`src/rtl/wb_sram_ctrl.sv`:
```
// Wishbone pipelined slave to async 16-bit SRAM, big-endian, one word as up to two half accesses.
// Latency 2*WAIT+5 (full word) / WAIT+3 (one half) / 1 (sel==0); stall held high while an SRAM sequence runs.
module wb_sram_ctrl #(
  parameter int AWIDTH  = 32,
  parameter int SAWIDTH = 19,
  parameter int WAIT    = 1
) (
  input  logic               clk_i,
  input  logic               rst_ni,
  input  logic               wb_cyc_i,
  input  logic               wb_stb_i,
  input  logic               wb_we_i,
  input  logic [AWIDTH-1:0]  wb_adr_i,
  input  logic [3:0]         wb_sel_i,
  input  logic [31:0]        wb_dat_i,
  output logic [31:0]        wb_dat_o,
  output logic               wb_ack_o,
  output logic               wb_stall_o,
  output logic [SAWIDTH-1:0] sram_adr_o,
  output logic [15:0]        sram_dq_o,
  input  logic [15:0]        sram_dq_i,
  output logic               sram_dq_oe_o,
  output logic               sram_ce_n_o,
  output logic               sram_oe_n_o,
  output logic               sram_we_n_o,
  output logic [1:0]         sram_be_n_o
);

  typedef enum logic [2:0] {IDLE, A0, R0, A1, R1, ACK} state_t;

  localparam logic [3:0] WAIT_CNT = 4'(WAIT);

  state_t             state, state_nxt;
  logic [SAWIDTH-2:0] adr_q;
  logic               we_q;
  logic [3:0]         sel_q;
  logic [31:0]        wdat_q;
  logic [31:0]        rbuf_q;
  logic [31:0]        rdat_q;
  logic [3:0]         cnt_q;
  logic               abort_q;

  logic busy, in_a, half, accept, end_to_ack;
  logic unused_adr;

  assign unused_adr = ^{wb_adr_i[AWIDTH-1:SAWIDTH+1], wb_adr_i[1:0]};

  assign busy   = (state == A0) || (state == R0) || (state == A1) || (state == R1);
  assign in_a   = (state == A0) || (state == A1);
  assign half   = (state == A1) || (state == R1);
  assign accept = wb_cyc_i & wb_stb_i & ~busy;
  // A master that let go of cyc mid-sequence gets no ack; the FSM just goes home.
  assign end_to_ack = ~abort_q & wb_cyc_i;

  always_ff @(posedge clk_i or negedge rst_ni) begin
    if (!rst_ni) state <= IDLE;
    else         state <= state_nxt;
  end

  always_comb begin
    state_nxt = state;
    case (state)
      IDLE, ACK: begin
        state_nxt = IDLE;
        if (accept) begin
          if (wb_sel_i[3:2] != 2'b00)      state_nxt = A0;
          else if (wb_sel_i[1:0] != 2'b00) state_nxt = A1;
          else                             state_nxt = ACK;
        end
      end
      A0: if (cnt_q == 4'd0) state_nxt = R0;
      R0: begin
        if (sel_q[1:0] != 2'b00) state_nxt = A1;
        else                     state_nxt = end_to_ack ? ACK : IDLE;
      end
      A1: if (cnt_q == 4'd0) state_nxt = R1;
      R1: state_nxt = end_to_ack ? ACK : IDLE;
      default: state_nxt = IDLE;
    endcase
  end

  always_ff @(posedge clk_i or negedge rst_ni) begin
    if (!rst_ni) begin
      adr_q   <= '0;
      we_q    <= 1'b0;
      sel_q   <= 4'h0;
      wdat_q  <= 32'h0;
      rbuf_q  <= 32'h0;
      rdat_q  <= 32'h0;
      cnt_q   <= 4'h0;
      abort_q <= 1'b0;
    end else if (accept) begin
      adr_q   <= wb_adr_i[SAWIDTH:2];
      we_q    <= wb_we_i;
      sel_q   <= wb_sel_i;
      wdat_q  <= wb_dat_i;
      rbuf_q  <= 32'h0;
      cnt_q   <= WAIT_CNT;
      abort_q <= 1'b0;
      if (!wb_we_i && wb_sel_i == 4'h0) rdat_q <= 32'h0;
    end else begin
      if (busy && !wb_cyc_i) abort_q <= 1'b1;
      if (in_a) begin
        if (cnt_q != 4'd0) begin
          cnt_q <= cnt_q - 4'd1;
        end else begin
          cnt_q <= WAIT_CNT;
          if (!we_q) begin
            if (half) rbuf_q[15:0]  <= sram_dq_i;
            else      rbuf_q[31:16] <= sram_dq_i;
          end
        end
      end
      // Publish read data only when the ack is about to fire.
      if (busy && !we_q && state_nxt == ACK) rdat_q <= rbuf_q;
    end
  end

  assign wb_stall_o   = busy;
  assign wb_ack_o     = (state == ACK) & wb_cyc_i;
  assign wb_dat_o     = rdat_q;
  assign sram_adr_o   = {adr_q, half};
  assign sram_dq_o    = half ? wdat_q[15:0] : wdat_q[31:16];
  assign sram_dq_oe_o = busy & we_q;
  assign sram_ce_n_o  = ~busy;
  assign sram_oe_n_o  = ~(in_a & ~we_q);
  assign sram_we_n_o  = ~(in_a & we_q);
  assign sram_be_n_o  = busy ? ~(half ? sel_q[1:0] : sel_q[3:2]) : 2'b11;

endmodule
```
`config.mk`:
```
export PLATFORM = sky130hd
export DESIGN_NAME = wb_sram_ctrl
export DESIGN_NICKNAME = d
export VERILOG_FILES = /design/src/rtl/wb_sram_ctrl.sv
export SDC_FILE = /design/constraint.sdc
export NUM_CORES = 1
export LEC_CHECK = 0
export BUFFER_PORTS_ARGS = -buffer_cell sky130_fd_sc_hd__buf_2
export CAP_MARGIN = 15
export CORE_MARGIN = 1
export CORE_UTILIZATION = 50
export CTS_CLUSTER_DIAMETER = 30
export DETAILED_ROUTE_END_ITERATION = 7
export GPL_ROUTABILITY_DRIVEN = 0
export PLACE_DENSITY_LB_ADDON = 0.12
export SLEW_MARGIN = 40
export SYNTH_ARGS = -nofsm -noshare
export SYNTH_HDL_FRONTEND = slang
export SYNTH_SLANG_ARGS = --single-unit
export TNS_END_PERCENT = 100
```
`constraint.sdc`:
```
create_clock -name clk_i -period 5.55 [get_ports clk_i]
set_input_delay 1.11 -clock clk_i [delete_from_list [all_inputs] [get_ports clk_i]]
set_output_delay 1.11 -clock clk_i [all_outputs]
set_load 0.01 [all_outputs]
```
==> results.sh, run 1 <==
export IMPL_antenna_found_initial=0
export IMPL_root_buffer="clkbuf_8"
export IMPL_cts_max_level=4
export IMPL_synthCells=527
export IMPL_period_minus_slack_ns=3.60
export IMPL_min_path_cells=1
export IMPL_routed_wl_met2_um=5800
export IMPL_cts_tree="yes"
export IMPL_routed_top_layer="met4"
export IMPL_fin_tns_setup_ns=0
export IMPL_clk_pin_slew_ns=0.06
export IMPL_finalHoldViolCount=0
export IMPL_routed_via_count=4192
export IMPL_routed_wl_um=12000
export IMPL_routed_via_density=5.07
export IMPL_timing_rr_start="cnt_q[0]"
export IMPL_ir_drop_uv=309
export IMPL_grt_max_degree=75
export IMPL_fp_dieH_um=107
export IMPL_dr_pass1_iters=4
export IMPL_dp_slack_ns=2.38
export IMPL_cap_viol_max_count=0
export IMPL_synth_area_top_cells="dfrtp_1, mux2_2, nand2_1"
export IMPL_fmax_ghz=0.278
export IMPL_ioPinCount=164
export IMPL_hold_path_endpoint="adr_q[5]"
export IMPL_worst_setup_path_end_kind="output port"
export IMPL_yosys_cell_types_count=36
export IMPL_wl_per_cell_um=14.5
export IMPL_p_leak_nw=3.33
export IMPL_worstMarginPinSlew_ns=0.764
export IMPL_rows=38
export IMPL_slew_violations=0
export IMPL_synthFlopType="dfrtp_1"
export IMPL_numPortBuffers=149
export IMPL_yosysMostFrequentCell="nand2_1"
export IMPL_drive_above_1_share_pct=36.0
export IMPL_synth_nets=618
export IMPL_die_w_um=107
export IMPL_diodes=0
export IMPL_drt_iter0_drc=187
export IMPL_rsz0062_at_grt="no"
export IMPL_start_util_pct=51.3
export IMPL_grt_pass1_vias=4296
export IMPL_crit_path_frequent_cell="nand2_1"
export IMPL_crit_fanout=21
export IMPL_min_from="adr_q[5]"
export IMPL_hpwl_um=8270
export IMPL_nets=765
export IMPL_cts_buffers=17
export IMPL_ant_nets=0
export IMPL_power_density_nw_per_um2=581
export IMPL_ctsResizeCount=0
export IMPL_ys_top_cells_by_count="nand2_1, dfrtp_1, mux2_2"
export IMPL_postCtsHoldBufs=0
export IMPL_max_stage_delay_ns=0.61
export IMPL_slowest_stage="clkinv_1"
export IMPL_postPlaceCellArea_sq_um=6440
export IMPL_grt_overflow=0
export IMPL_track_usage_pct=23.0
export IMPL_clockBufferDepth=2
export IMPL_async_flop_share_pct=100
export IMPL_reg2regPathDepth=7
export IMPL_cp_required_ns=4.44
export IMPL_drc_errors=0
export IMPL_synth_top_area_share_pct=57.4
export IMPL_syn_avg_cell_area_sq_um=10.5
export IMPL_total_power_mw=4.07
export IMPL_relSlewSlack_pct=48.8
export IMPL_netlist_area_sq_um=5530
export IMPL_hp_class="flop to flop"
export IMPL_path_class="flop to output port"
export IMPL_status="complete, no violations"
export IMPL_clk_insertion_delay_late_ns=0.52
export IMPL_wl_met3_um=857
export IMPL_wl_met1_um=5130
export IMPL_crit_chain="nand2b_1 -> o21a_1 -> clkinv_1 -> nand2_1 -> nand2_1 -> nand2_1 -> buf_2"
export IMPL_r2r_slack_ns=2.84
export IMPL_critPathLaunchType="flop"
export IMPL_cts_sinks=127
export IMPL_synth_warnings=0
export IMPL_final_cells=827
export IMPL_fp_coreArea_sq_um=10800
export IMPL_final_area_sq_um=7000
export IMPL_grt_pass1_wl_um=20200
export IMPL_finalSetupViolCount=0
export IMPL_post_cts_buffers=0
export IMPL_synth_top_area_cell="dfrtp_1"
export IMPL_finalCritPeriodShare_pct=64.8
export IMPL_synthToLayoutAreaGrowth_pct=26.5
export IMPL_ys_ff_latch=127
export IMPL_synth_seq_area_share_pct=57.4
export IMPL_fin_ws_ns=1.95
export IMPL_die_area_sq_um=11500
export IMPL_dp_cells=795
export IMPL_reg2reg_to="wb_dat_o[30]"
export IMPL_skew_ns=0.00864
export IMPL_synth_edf_count=0
export IMPL_worst_ep_arrival_time_ns=2.49
-- report_power, final --
| part | switching, mW | internal [mW] | leakage (nW) |
|---|---|---|---|
| registers | 0.252 | 1.37 | 1.53 |
| clock network | 0.376 | 0.649 | 0.279 |
| logic | 0.761 | 0.661 | 1.53 |
-- flip-flops by register name, summed over array words and instances, names as in the netlist --
name and flops:
abort_q 1, wdat_q 32, wb_dat_o 32, rbuf_q 32, adr_q 18, state 3
we_q 1, cnt_q 4, sel_q 4
-- critical path: cells and delay by family, from the launching register on --
family,cells,cell delay (ns)
flops,1,0.48
buf+inv,2,0.73
compound gates,1,0.15
simple gates,4,0.61
-- per-layer routing --
layer  up-vias  GRT usage (%)
li1       2013              -
met1      2042           27.8
met2       119           37.5
met3        18           7.72
met4         0           9.69
met5         -              0
-- kinds of logic after synthesis --
group	Yosys count	synth area share (%)
mux	88	17.2
compound gates	46	4.93
flops	127	57.4
fa+ha+maj	2	0.452
simple gates	197	14.6
xor+xnor	1	0.158
buf+inv	66	5.22
-- per-stage QoR --
stage | utilization, % | hold WS, ns
2_1_floorplan | - | 0.480
3_3_place_gp | 59.2 | 0.486
3_5_place_dp | 59.7 | 0.491
4_1_cts | 64.8 | 0.503
5_1_grt | 64.8 | 0.514
6_report | 64.8 | 0.500
-- cell usage in the layout, fill, tap and decap left out, types with 4 or more instances in the layout --
| cell | synthesis | layout |
|---|---|---|
| nand2_1 | 162 | 162 |
| buf_2 | 12 | 148 |
| dfrtp_1 | 127 | 127 |
| mux2_2 | 55 | 55 |
| inv_1 | 36 | 35 |
| a21oi_1 | 36 | 35 |
| mux2i_1 | 33 | 33 |
| clkbuf_16 | 0 | 16 |
| nor2_1 | 9 | 9 |
| clkbuf_8 | 0 | 6 |
| nand2b_1 | 5 | 5 |
| clkinv_2 | 0 | 5 |
| buf_4 | 1 | 5 |
| nor4_1 | 4 | 4 |
| nor3_1 | 6 | 4 |
| clkbuf_1 | 9 | 4 |
-- how the worst max path moves through the flow --
stage	slack (ns)	from	cells past startpoint	end
after global placement	2.40	wb_sel_i[1]	6	wb_dat_o[29]
after detailed placement	2.38	wb_sel_i[1]	6	wb_dat_o[24]
final	1.95	state[1]	7	sram_be_n_o[0]
after global routing	1.74	state[1]	7	sram_be_n_o[1]
after CTS	1.96	state[1]	7	sram_be_n_o[0]
after floorplan	2.76	state[1]	8	sram_dq_o[10]
-- layout make-up --
| cell class | count | area, sq um |
|---|---|---|
| clock buffers | 26 | 498 |
| clock inverters | 6 | 55.1 |
| fillers | 904 | 3800 |
| inverters | 37 | 139 |
| multi-input cells | 334 | 2100 |
| flip-flops and latches | 127 | 3180 |
| well taps | 140 | 175 |
| repair buffers | 157 | 852 |
Power figures use the tool's default switching activity.
==> run 2, diff against run 1 <==
ABC_AREA = 1   (was default)
CORE_UTILIZATION = 47   (was 50)
clock period = 3.25 ns   (was 5.55 ns; I/O delays follow)
==> results.sh, run 2 <==
export IMPL_status="finished with violations"
export IMPL_violations="design-rule violations"
export IMPL_synth_seq_area_share_pct=56.7
export IMPL_fill_cells=1125
export IMPL_post_cts_buffers=0
export IMPL_path_class="flop to output port"
export IMPL_register_area_sq_um=3180
export IMPL_worst_ep_arrival_time_ns=2.09
export IMPL_cp_required_ns=2.60
export IMPL_ioPinCount=164
export IMPL_clk_pin_slew_ns=0.05
export IMPL_drt_iter0_drc=258
export IMPL_grt_pass1_vias=4830
export IMPL_wl_per_cell_um=13.1
export IMPL_grt_pass1_wl_um=21900
export IMPL_grt_busiest_layer="met2"
export IMPL_ir_drop_uv=517
export IMPL_finalHoldViolCount=0
export IMPL_cts_tree="yes"
export IMPL_hpwl_um=8490
export IMPL_drc_errors=12
export IMPL_skew_ns=0.00572
export IMPL_ant_nets=0
export IMPL_synth_edf_count=0
export IMPL_synth_nets=794
export IMPL_synthToLayoutAreaGrowth_pct=24.2
export IMPL_critPathLaunchType="flop"
export IMPL_syn_avg_cell_area_sq_um=7.98
export IMPL_yosys_cell_types_count=28
export IMPL_postPlaceCellArea_sq_um=6390
export IMPL_final_cell_mix="nand2_1, buf_2, dfrtp_1"
export IMPL_synth_warnings=0
export IMPL_postCtsHoldBufs=0
export IMPL_synth_top_area_cell="dfrtp_1"
export IMPL_total_power_mw=5.98
export IMPL_dr_pass1_iters=7
export IMPL_numPortBuffers=149
export IMPL_cap_viol_max_count=0
export IMPL_fin_tns_setup_ns=0
export IMPL_grt_met1_usage_pct=26.8
export IMPL_slew_violations=0
export IMPL_synth_top_area_share_pct=56.7
export IMPL_die_w_um=111
export IMPL_root_buffer="clkbuf_16"
export IMPL_hp_class="primary input to async pin"
export IMPL_period_minus_slack_ns=2.74
export IMPL_worstMarginPinSlew_ns=0.694
export IMPL_grt_use_met2_pct=37.5
export IMPL_die_area_sq_um=12400
export IMPL_synth_area_top_cells="dfrtp_1, nand2_1, o21ai_0"
export IMPL_track_usage_pct=22.4
export IMPL_power_density_nw_per_um2=859
export IMPL_worst_setup_path_end_kind="output port"
export IMPL_finalSetupViolCount=0
export IMPL_finalCritPeriodShare_pct=84.4
export IMPL_crit_fanout=19
export IMPL_nets=931
export IMPL_relSlewSlack_pct=53.5
export IMPL_fmax_ghz=0.364
export IMPL_mostFrequentLayoutCell="nand2_1"
export IMPL_ctsResizeCount=0
export IMPL_cts_max_level=4
export IMPL_cts_sinks=127
export IMPL_routed_via_density=4.86
export IMPL_netlist_area_sq_um=5610
export IMPL_ys_ff_latch=127
export IMPL_synthFlopType="dfrtp_1"
export IMPL_final_area_sq_um=6960
export IMPL_clockBufferDepth=2
export IMPL_cts_buffers=17
export IMPL_clk_insertion_delay_late_ns=0.41
export IMPL_routed_via_count=4826
export IMPL_synthCells=703
export IMPL_rows=39
export IMPL_fp_dieH_um=111
export IMPL_drive_above_1_share_pct=23.1
export IMPL_diodes=0
export IMPL_multi_input_area_sq_um=2030
export IMPL_ys_top_cells_by_count="nand2_1, dfrtp_1, inv_1"
export IMPL_p_leak_nw=4.22
export IMPL_async_flop_share_pct=100
export IMPL_gr_usage_met3_pct=7.44
export IMPL_grt_max_degree=128
export IMPL_antenna_found_initial=0
export IMPL_fp_coreArea_sq_um=11500
export IMPL_start_util_pct=48.7
export IMPL_yosysMostFrequentCell="nand2_1"
export IMPL_routed_wl_um=13100
export IMPL_rsz0062_at_grt="no"
export IMPL_grt_overflow=0
export IMPL_r2r_slack_ns=0.64
## run 2: cell count changes in the layout (fill, tap and decap cells not counted), sizes merged, moves of 5 or more
cell    change
o21ai      +38
inv        +15
a21oi      -33
mux2       -55
nand2b      -5
nor2        +7
nand2     +213
mux2i      -33
nor3        -5
nand3      +39
## run 2: report_power, final
| part | switching [mW] | leakage, nW | internal [mW] |
|---|---|---|---|
| sequential | 0.267 | 1.67 | 2.08 |
| combinational | 1.13 | 2.27 | 0.670 |
| clock | 0.642 | 0.288 | 1.19 |
## run 2: critical path: stages, from the launching register on
cell,delay [ns]
dfrtp_1,0.46
nor2_1,0.16
nand2_1,0.13
o21ai_1,0.17
inv_2,0.22
o21ai_0,0.22
o21bai_1,0.15
buf_2,0.17
## run 2: logic make-up after synthesis
kind of cell	synth area share, %
AND/OR/NAND/NOR	30.8
flip-flops	56.7
buffers and inverters	7.16
AO/OA/AOI/OAI	4.93
adder cells (fa/ha/maj)	0.446
## run 2: through the flow
step	utilization, %	setup WS, ns	hold WS, ns	std cells
after global placement	55.5	0.660	0.450	964
after global routing	60.5	0.365	0.417	994
final	60.5	0.506	0.322	994
after floorplan	-	1.18	0.354	703
after detailed placement	55.5	0.600	0.454	964
after CTS	60.5	0.513	0.381	994
## run 2: layout make-up
type / count / area share (%)
timing repair buffer: 155 / 11.6
multi-input combinational: 488 / 29.2
clock inverter: 7 / 1.22
sequential: 127 / 45.6
clock buffer: 23 / 7.01
tap: 143 / 2.57
inverter: 51 / 2.78
## run 2: final timing paths
path	start	endpoint	cells after the start
worst min register to register	adr_q[2]	adr_q[2]	2
max in group asynchronous	rst_ni	rbuf_q[7]	2
worst max register to register	state[1]	wb_dat_o[20]	10
min in group clk_i	wb_adr_i[9]	adr_q[7]	3
worst max-delay path	state[1]	sram_be_n_o[1]	7
worst min-delay path	rst_ni	wb_dat_o[15]	2
## run 2: layer usage
metal / wire length (um) / up-vias
li1: - / 2425
met1: 5740 / 2234
met2: 6210 / 151
met3: 951 / 16
met4: 163 / 0
met5: 0 / -
==> run 3, diff against run 2 <==
ABC_AREA = 0   (was 1)
CORE_UTILIZATION = 50   (was 47)
clock period = 2.85 ns   (was 3.25 ns; I/O delays follow)
==> results.sh, run 3 (synthesis results as in run 1) <==
export IMPL_rsz0062_at_grt="no"
export IMPL_critPathLaunchType="flop"
export IMPL_grt_pass1_wl_um=20700
export IMPL_crit_chain="nand2b_1 -> o21a_1 -> inv_2 -> buf_6 -> nand2_1 -> nand2_1 -> buf_2"
export IMPL_fin_hold_ws_ns=0.0466
export IMPL_cp_num_cells=7
export IMPL_drc_errors=0
export IMPL_fin_util_pct=65.3
export IMPL_nets=767
export IMPL_finalSetupViolCount=0
export IMPL_ant_nets=0
export IMPL_routed_wl_um=12500
export IMPL_clk_pin_slew_ns=0.06
export IMPL_final_cell_mix="nand2_1, buf_2, dfrtp_1"
export IMPL_hp_class="primary input to async pin"
export IMPL_root_buffer="clkbuf_8"
export IMPL_worst_ep_arrival_time_ns=2.04
export IMPL_cts_buffers=17
export IMPL_cts_max_level=4
export IMPL_relSlewSlack_pct=56.9
export IMPL_grt_pass1_vias=4269
export IMPL_fmax_ghz=0.383
export IMPL_final_cells=829
export IMPL_die_w_um=107
export IMPL_multi_input_area_sq_um=2090
export IMPL_routed_via_density=5.08
export IMPL_fill_cells=862
export IMPL_cp_required_ns=2.28
export IMPL_cts_sinks=127
export IMPL_grt_max_degree=72
export IMPL_fp_dieH_um=107
export IMPL_slew_violations=0
export IMPL_finalCritPeriodShare_pct=91.6
export IMPL_crit_path_frequent_cell="nand2_1"
export IMPL_worstMarginPinSlew_ns=0.645
export IMPL_postPlaceCellArea_sq_um=6440
export IMPL_drive_above_1_share_pct=36.9
export IMPL_period_minus_slack_ns=2.61
export IMPL_dr_pass1_iters=5
export IMPL_slowest_stage="dfrtp_1"
export IMPL_drt_iter0_drc=222
export IMPL_ir_drop_uv=544
export IMPL_clk_insertion_delay_late_ns=0.52
export IMPL_crit_fanout=16
export IMPL_skew_ns=0.0117
export IMPL_crit_family="flip-flops"
export IMPL_rows=38
export IMPL_fp_coreArea_sq_um=10800
export IMPL_path_class="flop to output port"
export IMPL_final_area_sq_um=7040
export IMPL_wl_per_cell_um=15.1
export IMPL_routed_via_count=4210
export IMPL_postCtsHoldBufs=0
export IMPL_start_util_pct=51.3
export IMPL_die_area_sq_um=11500
export IMPL_register_area_sq_um=3180
export IMPL_reg2regPathDepth=7
export IMPL_ioPinCount=164
export IMPL_p_leak_nw=3.34
export IMPL_worst_setup_path_end_kind="output port"
export IMPL_post_cts_buffers=0
export IMPL_fin_tns_setup_ns=0
export IMPL_numPortBuffers=149
export IMPL_dp_cells=797
export IMPL_clockBufferDepth=2
export IMPL_path_buf_inv=3
export IMPL_track_usage_pct=23.3
export IMPL_hpwl_um=8440
export IMPL_finalHoldViolCount=0
export IMPL_max_stage_delay_ns=0.47
export IMPL_mostFrequentLayoutCell="nand2_1"
export IMPL_cap_viol_max_count=0
export IMPL_grt_overflow=0
export IMPL_synthToLayoutAreaGrowth_pct=27.3
export IMPL_diodes=0
export IMPL_cts_tree="yes"
export IMPL_antenna_found_initial=0
export IMPL_status="complete, no violations"
export IMPL_power_density_nw_per_um2=1150
[run 3: cell count changes in the layout (fill, tap and decap cells not counted), sizes merged, moves of 7 or more]
cell,change
nand2,-213
mux2,+55
nand3,-39
o21ai,-38
a21oi,+33
mux2i,+33
inv,-11
nor2,-7
[run 3: path summary, 6_finish.rpt]
| path | start | to | slack [ns] |
|---|---|---|---|
| min in group clk_i | wb_cyc_i | abort_q | 0.27 |
| max in group asynchronous | rst_ni | adr_q[16] | 2.04 |
| worst min register to register | adr_q[16] | adr_q[16] | 0.50 |
| worst max-delay path | state[1] | sram_dq_o[0] | 0.24 |
| worst max register to register | cnt_q[0] | wb_dat_o[27] | 0.38 |
| worst min-delay path | rst_ni | wdat_q[19] | 0.05 |
[run 3: where the power goes]
part | internal, mW | switching, mW | total (mW)
clock | 1.34 | 0.836 | 2.18
sequential | 2.66 | 0.506 | 3.17
combinational | 1.28 | 1.49 | 2.77
total | 5.29 | 2.83 | 8.11
[run 3: worst reg2reg max path: stages (launching register included)]
cell       delay [ns]
dfrtp_1          0.40
inv_1            0.10
ha_1             0.16
or3b_1           0.49
or2_4            0.32
a2111oi_4        0.37
buf_12           0.29
mux2i_1          0.28
[run 3: layout make-up]
| cell class | instances | share of cell area (%) |
|---|---|---|
| sequential | 127 | 45.1 |
| timing repair buffer | 159 | 12.3 |
| inverter | 37 | 1.97 |
| multi-input combinational | 334 | 29.6 |
| clock inverter | 15 | 2.65 |
| clock buffer | 17 | 5.88 |
| tap | 140 | 2.49 |
[run 3: stage by stage]
stage	setup WS, ns	power [mW]
global route	0.0836	8.66
detailed placement	0.386	5.97
finish	0.239	8.11
floorplan	0.570	4.88
global placement	0.457	5.82
CTS	0.0704	8.19
[run 3: timing repair]
| action | CTS | global route |
|---|---|---|
| endpoints found under the setup margin | 0 | 15 |
| endpoints found under the hold margin | 0 | 0 |
| gates resized for setup | 0 | 2 |
[run 3: routing by layer]
metal / vias to the layer above / global-route usage [%] / routed length (um)
met5: - / 0 / 0
met2: 129 / 36.6 / 6010
met3: 15 / 7.23 / 853
li1: 2014 / - / -
met1: 2052 / 29.9 / 5440
met4: 0 / 9.78 / 189
